<file path="src/rtl/lantian_mdio_responder_if.sv">
// MDIO pad pins and register-file bus shared by the lantian MDIO responder
// and whatever drives it (the MDIO master side plus the register file).
interface lantian_mdio_responder_if;
   logic        mdc;
   logic        mdio_in;
   logic        mdio_out;
   logic        mdio_oen;
   logic [4:0]  reg_addr;
   logic [15:0] reg_wdata;
   logic        reg_we;
   logic        reg_re;
   logic [15:0] reg_rdata;
   logic        frame_err;

   modport slave (
      input  mdc, mdio_in, reg_rdata,
      output mdio_out, mdio_oen, reg_addr, reg_wdata, reg_we, reg_re, frame_err
   );

   modport master (
      output mdc, mdio_in, reg_rdata,
      input  mdio_out, mdio_oen, reg_addr, reg_wdata, reg_we, reg_re, frame_err
   );
endinterface

</file>
<file path="src/rtl/lantian_mdio_responder.sv">
// Clause-22 MDIO responder oversampling MDC on clk. Optional feature macro:
// MDIO_PREAMBLE_SUPPRESS_EN (any 0 during PREAMBLE starts a frame).
module lantian_mdio_responder #(
   parameter int SYNC_STAGES = 2
) (
   input  logic                          clk,
   input  logic                          reset,
   input  logic [4:0]                    phy_addr,
   lantian_mdio_responder_if.slave       bus
);

   localparam logic [2:0] ST_PREAMBLE = 3'd0;
   localparam logic [2:0] ST_START    = 3'd1;
   localparam logic [2:0] ST_OPCODE   = 3'd2;
   localparam logic [2:0] ST_PHYAD    = 3'd3;
   localparam logic [2:0] ST_REGAD    = 3'd4;
   localparam logic [2:0] ST_TA       = 3'd5;
   localparam logic [2:0] ST_RDATA    = 3'd6;
   localparam logic [2:0] ST_WDATA    = 3'd7;

   localparam logic [5:0] PRE_FULL = 6'd32;

`ifdef MDIO_PREAMBLE_SUPPRESS_EN
   localparam bit PRE_SUPPRESS = 1'b1;
`else
   localparam bit PRE_SUPPRESS = 1'b0;
`endif

   if (SYNC_STAGES < 2 || SYNC_STAGES > 4) begin : g_bad_sync_stages
      $error("SYNC_STAGES must be in the range 2..4");
   end

   logic [SYNC_STAGES-1:0] mdc_sync;
   logic [SYNC_STAGES-1:0] mdio_sync;
   logic                   mdc_prev;
   logic                   mdc_s;
   logic                   mdc_edge;
   logic                   sbit;

   logic [2:0]  state;
   logic [5:0]  pre_cnt;
   logic [4:0]  bit_cnt;
   logic        op_hi;
   logic        is_read;
   logic [3:0]  phy_sh;
   logic [3:0]  addr_sh;
   logic [14:0] wd_sh;
   logic [15:0] rd_sh;
   logic [1:0]  re_d;

   logic        mdio_out_q;
   logic        mdio_oen_q;
   logic [4:0]  reg_addr_q;
   logic [15:0] reg_wdata_q;
   logic        reg_we_q;
   logic        reg_re_q;
   logic        frame_err_q;

   assign mdc_s    = mdc_sync[SYNC_STAGES-1];
   assign sbit     = mdio_sync[SYNC_STAGES-1];
   assign mdc_edge = mdc_s & ~mdc_prev;

   // mdc and mdio_in share the same depth so the sampled bit lines up with the edge
   always_ff @(posedge clk) begin
      if (!reset) begin
         mdc_sync  <= '0;
         mdio_sync <= '0;
         mdc_prev  <= 1'b0;
      end else begin
         mdc_sync  <= {mdc_sync[SYNC_STAGES-2:0], bus.mdc};
         mdio_sync <= {mdio_sync[SYNC_STAGES-2:0], bus.mdio_in};
         mdc_prev  <= mdc_s;
      end
   end

   // NOTE: every register here uses <= so all next-state terms read the pre-edge values.
   always_ff @(posedge clk) begin
      if (!reset) begin
         // NOTE: shift registers are reset too, so a frame cut short by reset leaves no stale data.
         state       <= ST_PREAMBLE;
         pre_cnt     <= '0;
         bit_cnt     <= '0;
         op_hi       <= 1'b0;
         is_read     <= 1'b0;
         phy_sh      <= '0;
         addr_sh     <= '0;
         wd_sh       <= '0;
         rd_sh       <= '0;
         re_d        <= '0;
         mdio_out_q  <= 1'b0;
         mdio_oen_q  <= 1'b1;
         reg_addr_q  <= '0;
         reg_wdata_q <= '0;
         reg_we_q    <= 1'b0;
         reg_re_q    <= 1'b0;
         frame_err_q <= 1'b0;
      end else begin
         reg_we_q    <= 1'b0;
         reg_re_q    <= 1'b0;
         frame_err_q <= 1'b0;

         // read data is guaranteed two clk after the strobe
         re_d <= {re_d[0], reg_re_q};
         if (re_d[1]) begin
            rd_sh <= bus.reg_rdata;
         end

         if (mdc_edge) begin
            case (state)
               ST_PREAMBLE: begin
                  if (sbit) begin
                     if (pre_cnt != PRE_FULL) begin
                        pre_cnt <= pre_cnt + 6'd1;
                     end
                  end else begin
                     pre_cnt <= '0;
                     if (pre_cnt == PRE_FULL || PRE_SUPPRESS) begin
                        state <= ST_START;
                     end
                  end
               end

               ST_START: begin
                  if (sbit) begin
                     state   <= ST_OPCODE;
                     bit_cnt <= 5'd1;
                  end else begin
                     frame_err_q <= 1'b1;
                     state       <= ST_PREAMBLE;
                  end
               end

               ST_OPCODE: begin
                  if (bit_cnt != 5'd0) begin
                     op_hi   <= sbit;
                     bit_cnt <= 5'd0;
                  end else begin
                     case ({op_hi, sbit})
                        2'b10: begin
                           is_read <= 1'b1;
                           state   <= ST_PHYAD;
                           bit_cnt <= 5'd4;
                        end
                        2'b01: begin
                           is_read <= 1'b0;
                           state   <= ST_PHYAD;
                           bit_cnt <= 5'd4;
                        end
                        default: begin
                           frame_err_q <= 1'b1;
                           state       <= ST_PREAMBLE;
                        end
                     endcase
                  end
               end

               ST_PHYAD: begin
                  phy_sh <= {phy_sh[2:0], sbit};
                  if (bit_cnt == 5'd0) begin
                     // frames for other PHYs are dropped without any error
                     if ({phy_sh, sbit} == phy_addr) begin
                        state   <= ST_REGAD;
                        bit_cnt <= 5'd4;
                     end else begin
                        state <= ST_PREAMBLE;
                     end
                  end else begin
                     bit_cnt <= bit_cnt - 5'd1;
                  end
               end

               ST_REGAD: begin
                  addr_sh <= {addr_sh[2:0], sbit};
                  if (bit_cnt == 5'd0) begin
                     reg_addr_q <= {addr_sh, sbit};
                     reg_re_q   <= is_read;
                     state      <= ST_TA;
                     bit_cnt    <= 5'd1;
                  end else begin
                     bit_cnt <= bit_cnt - 5'd1;
                  end
               end

               ST_TA: begin
                  if (bit_cnt != 5'd0) begin
                     bit_cnt <= 5'd0;
                     if (is_read) begin
                        mdio_oen_q <= 1'b0;
                        mdio_out_q <= 1'b0;
                     end
                  end else begin
                     bit_cnt <= 5'd15;
                     if (is_read) begin
                        mdio_out_q <= rd_sh[15];
                        rd_sh      <= {rd_sh[14:0], 1'b0};
                        state      <= ST_RDATA;
                     end else begin
                        state <= ST_WDATA;
                     end
                  end
               end

               ST_RDATA: begin
                  if (bit_cnt == 5'd0) begin
                     mdio_oen_q <= 1'b1;
                     mdio_out_q <= 1'b0;
                     state      <= ST_PREAMBLE;
                  end else begin
                     mdio_out_q <= rd_sh[15];
                     rd_sh      <= {rd_sh[14:0], 1'b0};
                     bit_cnt    <= bit_cnt - 5'd1;
                  end
               end

               ST_WDATA: begin
                  wd_sh <= {wd_sh[13:0], sbit};
                  if (bit_cnt == 5'd0) begin
                     reg_wdata_q <= {wd_sh, sbit};
                     reg_we_q    <= 1'b1;
                     state       <= ST_PREAMBLE;
                  end else begin
                     bit_cnt <= bit_cnt - 5'd1;
                  end
               end

               default: begin
                  mdio_oen_q <= 1'b1;
                  state      <= ST_PREAMBLE;
               end
            endcase
         end
      end
   end

   assign bus.mdio_out  = mdio_out_q;
   assign bus.mdio_oen  = mdio_oen_q;
   assign bus.reg_addr  = reg_addr_q;
   assign bus.reg_wdata = reg_wdata_q;
   assign bus.reg_we    = reg_we_q;
   assign bus.reg_re    = reg_re_q;
   assign bus.frame_err = frame_err_q;

endmodule

</file>
<file path="src/flat_wrapper.sv">
// flat-port wrapper written by rule: the top's interface ports become plain ports
module lantian_mdio_responder_flat 
#(
   parameter int SYNC_STAGES = 2
)
  (clk, reset, phy_addr, bus_mdc, bus_mdio_in, bus_reg_rdata, bus_mdio_out, bus_mdio_oen, bus_reg_addr, bus_reg_wdata, bus_reg_we, bus_reg_re, bus_frame_err);
  lantian_mdio_responder_if bus_i ();
  input  logic clk;
  input  logic reset;
  input  logic [4:0] phy_addr;
  input wire logic [$bits(bus_i.mdc)-1:0] bus_mdc;
  input wire logic [$bits(bus_i.mdio_in)-1:0] bus_mdio_in;
  input wire logic [$bits(bus_i.reg_rdata)-1:0] bus_reg_rdata;
  output wire logic [$bits(bus_i.mdio_out)-1:0] bus_mdio_out;
  output wire logic [$bits(bus_i.mdio_oen)-1:0] bus_mdio_oen;
  output wire logic [$bits(bus_i.reg_addr)-1:0] bus_reg_addr;
  output wire logic [$bits(bus_i.reg_wdata)-1:0] bus_reg_wdata;
  output wire logic [$bits(bus_i.reg_we)-1:0] bus_reg_we;
  output wire logic [$bits(bus_i.reg_re)-1:0] bus_reg_re;
  output wire logic [$bits(bus_i.frame_err)-1:0] bus_frame_err;
  assign bus_i.mdc = bus_mdc;
  assign bus_i.mdio_in = bus_mdio_in;
  assign bus_i.reg_rdata = bus_reg_rdata;
  assign bus_mdio_out = bus_i.mdio_out;
  assign bus_mdio_oen = bus_i.mdio_oen;
  assign bus_reg_addr = bus_i.reg_addr;
  assign bus_reg_wdata = bus_i.reg_wdata;
  assign bus_reg_we = bus_i.reg_we;
  assign bus_reg_re = bus_i.reg_re;
  assign bus_frame_err = bus_i.frame_err;
  lantian_mdio_responder #(.SYNC_STAGES(SYNC_STAGES)) u_core (.clk(clk), .reset(reset), .phy_addr(phy_addr), .bus(bus_i));
endmodule
</file>
<file path="config.mk">
export PLATFORM = sky130hd
export DESIGN_NAME = lantian_mdio_responder_flat
export DESIGN_NICKNAME = d
export VERILOG_FILES = /design/src/rtl/lantian_mdio_responder_if.sv /design/src/rtl/lantian_mdio_responder.sv /design/src/flat_wrapper.sv
export SDC_FILE = /design/constraint.sdc
export NUM_CORES = 1
export LEC_CHECK = 0
export BUFFER_PORTS_ARGS = -buffer_cell sky130_fd_sc_hd__buf_2
export CAP_MARGIN = 20
export CORE_ASPECT_RATIO = 1.2
export CORE_MARGIN = 1
export CORE_UTILIZATION = 42
export CTS_BUF_LIST = sky130_fd_sc_hd__clkbuf_16
export DETAILED_ROUTE_END_ITERATION = 7
export REMOVE_ABC_BUFFERS = 1
export SLEW_MARGIN = 15
export SYNTH_ARGS = -nofsm -noshare
export SYNTH_HDL_FRONTEND = slang
export SYNTH_SLANG_ARGS = --single-unit
</file>
<file path="constraint.sdc">
create_clock -name clk -period 1.9 [get_ports clk]
set_input_delay 0.19 -clock clk [delete_from_list [all_inputs] [get_ports clk]]
set_output_delay 0.19 -clock clk [all_outputs]
set_load 0.01 [all_outputs]
</file>
==> qor.yml <==
outcome: "complete, but fails checks"
violated_checks: "setup timing"
grt_antenna_before_repair: 0
cts-buffers-inserted: 9
critical_path_required_ns: 2.11
synthTopCellsByArea: "dfxtp_1 47%, nand2_1 8.0%, mux2i_1 7.2%"
layout_worst_path_cycle_share_pct: 103
layout_min_cycle_time_ns: 1.96
antenna_left: 0
ys_seq_elements: 88
synthMostInstantiatedCell: "dfxtp_1"
postCtsHoldBufs: 0
die_height_um: 106
slew-limit-headroom_pct: 76.3
yosysWarnings: 0
final_cells: 641
nets: 549
synth_top_area_share_pct: 46.8
clk_pin_slew_worst_paths_ns: 0.06
worst_setup_path_start_kind: "flip-flop"
grt_util_all_layers_pct: 18.1
largest_fanout_on_the_critical_path: 4
critical_path_arrival_ns: 2.17
setup_viol_count_final: 2
detail_route.drc_violations: 0
setup.worst_path.class: "flip-flop to flip-flop"
finalWeightedCongestion: 0.845
crit_slowest_cell: "or4b_4"
grt_pass1_wl_mm: 13.3
max-cap-violations: 0
cts.htree.levels: 3
fmax_mhz: 510
post_route_cells_drive_above_1_share_pct: 26.5
numPlacedInstances: 612
initial_core_utilization_pct: 43.5
synth_enable_flop_cells: 0
io_buffer_count: 50
syn-mean-instance-area_um2: 8.56
std_cell_rows: 37
core_area_um2: 8660
rsz_0062_raised_after_global_routing: "true"
overflow: 0
post_dp_cell_area_um2: 4330
netlist_top_cells_count: "88 x dfxtp_1, 80 x nand2_1, 44 x a21oi_1, 44 x nor2_1, 27 x mux2i_1"
critical_path.top_delay_family: "compound AO/OA/AOI/OAI gates"
timing_worst_slew_pin_value_ns: 0.355
finalHoldViolCount: 0
timing.final.ws_setup_ns: -0.0626
irDropWorstVdd_uv: 540
synthToLayoutAreaGrowth_pct: 28.5
routed-via-count: 3270
detail_route.iter0.violations: 105
worstPathBufferInverterCount: 2
num_io_pins: 51
timing.hold.worst.class: "input pin to flip-flop"
tritoncts_num_sinks: 88
route.detailed.vias_per_inst: 5.10
timing.final.max_slew_violations: 0
crit_path_end_kind: "flip-flop"
count_of_cell_types_in_the_netlist: 49
syn-instance-count: 440
max_stage_delay_on_crit_path_ns: 0.50
post-route-cell-area_um2: 4840
grt_start_max_net_pins: 67
synth-seq-area-share_pct: 46.8
grt_pass1_vias: 3000
worst_skew_pair.late_latency_ns: 0.34
clock_skew_ns: 0.00594
netlist.top_cell.by_area: "dfxtp_1"
die_x_um: 88.4
power.density_cell_area_nw_per_um2: 765
cts_tree: "yes"
antennaDiodeCount: 0
average_wire_per_standard_cell_um: 12.9
fin_worst_hold_slack_ns: 0.0509
root_buffer: "clkbuf_16"
total_die_area_um2: 9350
path_cells: "inv_2 > ha_4 > or4b_4 > a31oi_4 > buf_6 > a21oi_2 > o311ai_2 > o31ai_1"
clock_tree.buffer_depth: 2
synth_ff_type: "dfxtp_1"
drt_first_pass_iters: 4
async_flop_share_pct: 0
worst_setup_timing_slack_at_the_placement_stage_ns: -0.0836
dpl_wire_length_mm: 5.41
syn_area_um2: 3770
p_leak_nw: 2.01
wl_mm: 8.27
post_layout_util_pct: 55.9
[placed cells by master (no fill, tap or decap), drive strengths merged, types with 2 or more instances in the layout]
cell,n
ha,4
nand4,6
nand2b,3
nor2,45
nor3,7
nor4b,3
a211oi,16
or3,3
clkbuf,10
o21a,2
nand3b,3
a31oi,3
nor2b,6
dfxtp,88
clkinv,3
mux2i,27
inv,11
nand3,6
xor2,8
a21boi,2
nor3b,2
o21ai,12
buf,96
o211a,4
a21oi,44
and2,9
and3,3
nand2,80
[area by class of cell]
type                       instances  area [um2]
timing repair buffer              97         666
tap                              117         146
clock buffer                       9         225
multi-input combinational        314        1930
sequential                        88        1770
clock inverter                     6        70.1
inverter                          10        37.5
fill                             837        3820
[report_power, final]
group	internal, W	switching (W)	leakage (nW)	total [W]
Combinational	0.0000381	0.0000553	1.16	0.0000934
Sequential	0.00185	0.00000353	0.711	0.00185
Clock	0.00102	0.000736	0.141	0.00176
[sequential cells by signal, summed over array words and instances, names as in the netlist, 3 cells and up]
signal,count
u_core.bus.reg_wdata,16
u_core.rd_sh,16
u_core.wd_sh,15
u_core.pre_cnt,6
u_core.bit_cnt,5
u_core.bus.reg_addr,5
u_core.addr_sh,4
u_core.phy_sh,4
u_core.state,3
[per-stage QoR]
stage	setup TNS [ns]	power (W)
3_5_place_dp	-0.452	0.00199
2_1_floorplan	-10.35	0.00193
5_1_grt	-0.515	0.00382
6_report	-0.103	0.00370
4_1_cts	-0.00348	0.00374
3_3_place_gp	-0.328	0.00199
[cell families after synthesis]
logic type / count (synthesis) / synth area share, %
flip-flops: 88 / 46.8
AND/OR/NAND/NOR: 179 / 22.2
buffers and inverters: 38 / 4.12
XOR/XNOR: 8 / 1.86
adder cells (fa/ha/maj): 4 / 1.33
AO/OA/AOI/OAI: 95 / 16.2
multiplexers: 28 / 7.48
[routing by layer]
layer	wire length, um	vias up	track usage, %
li1	-	1673	-
met1	3740	1518	22.4
met2	4060	69	30.0
met3	343	10	4.70
met4	124	0	6.57
met5	0	-	0
[what timing repair did]
action                                  in CTS  in global routing
pin swaps                                    3                 16
resized for setup                            9                 18
cloned                                       0                  1
endpoints found under the setup margin      20                 42
buffers inserted                            10                  3
[final timing paths]
kind / to / startpoint / slack [ns] / depth (start not counted)
hold / removal: u_core.mdio_sync[0] / bus_mdio_in / 0.05 / 2
hold reg to reg: u_core.mdio_sync[1] / u_core.mdio_sync[0] / 0.44 / 1
setup / recovery: u_core.bit_cnt[3] / u_core.bit_cnt[0] / -0.06 / 8
setup reg to reg: u_core.bit_cnt[3] / u_core.bit_cnt[0] / -0.06 / 8
Note: power is estimated with default switching activity, not from simulation.
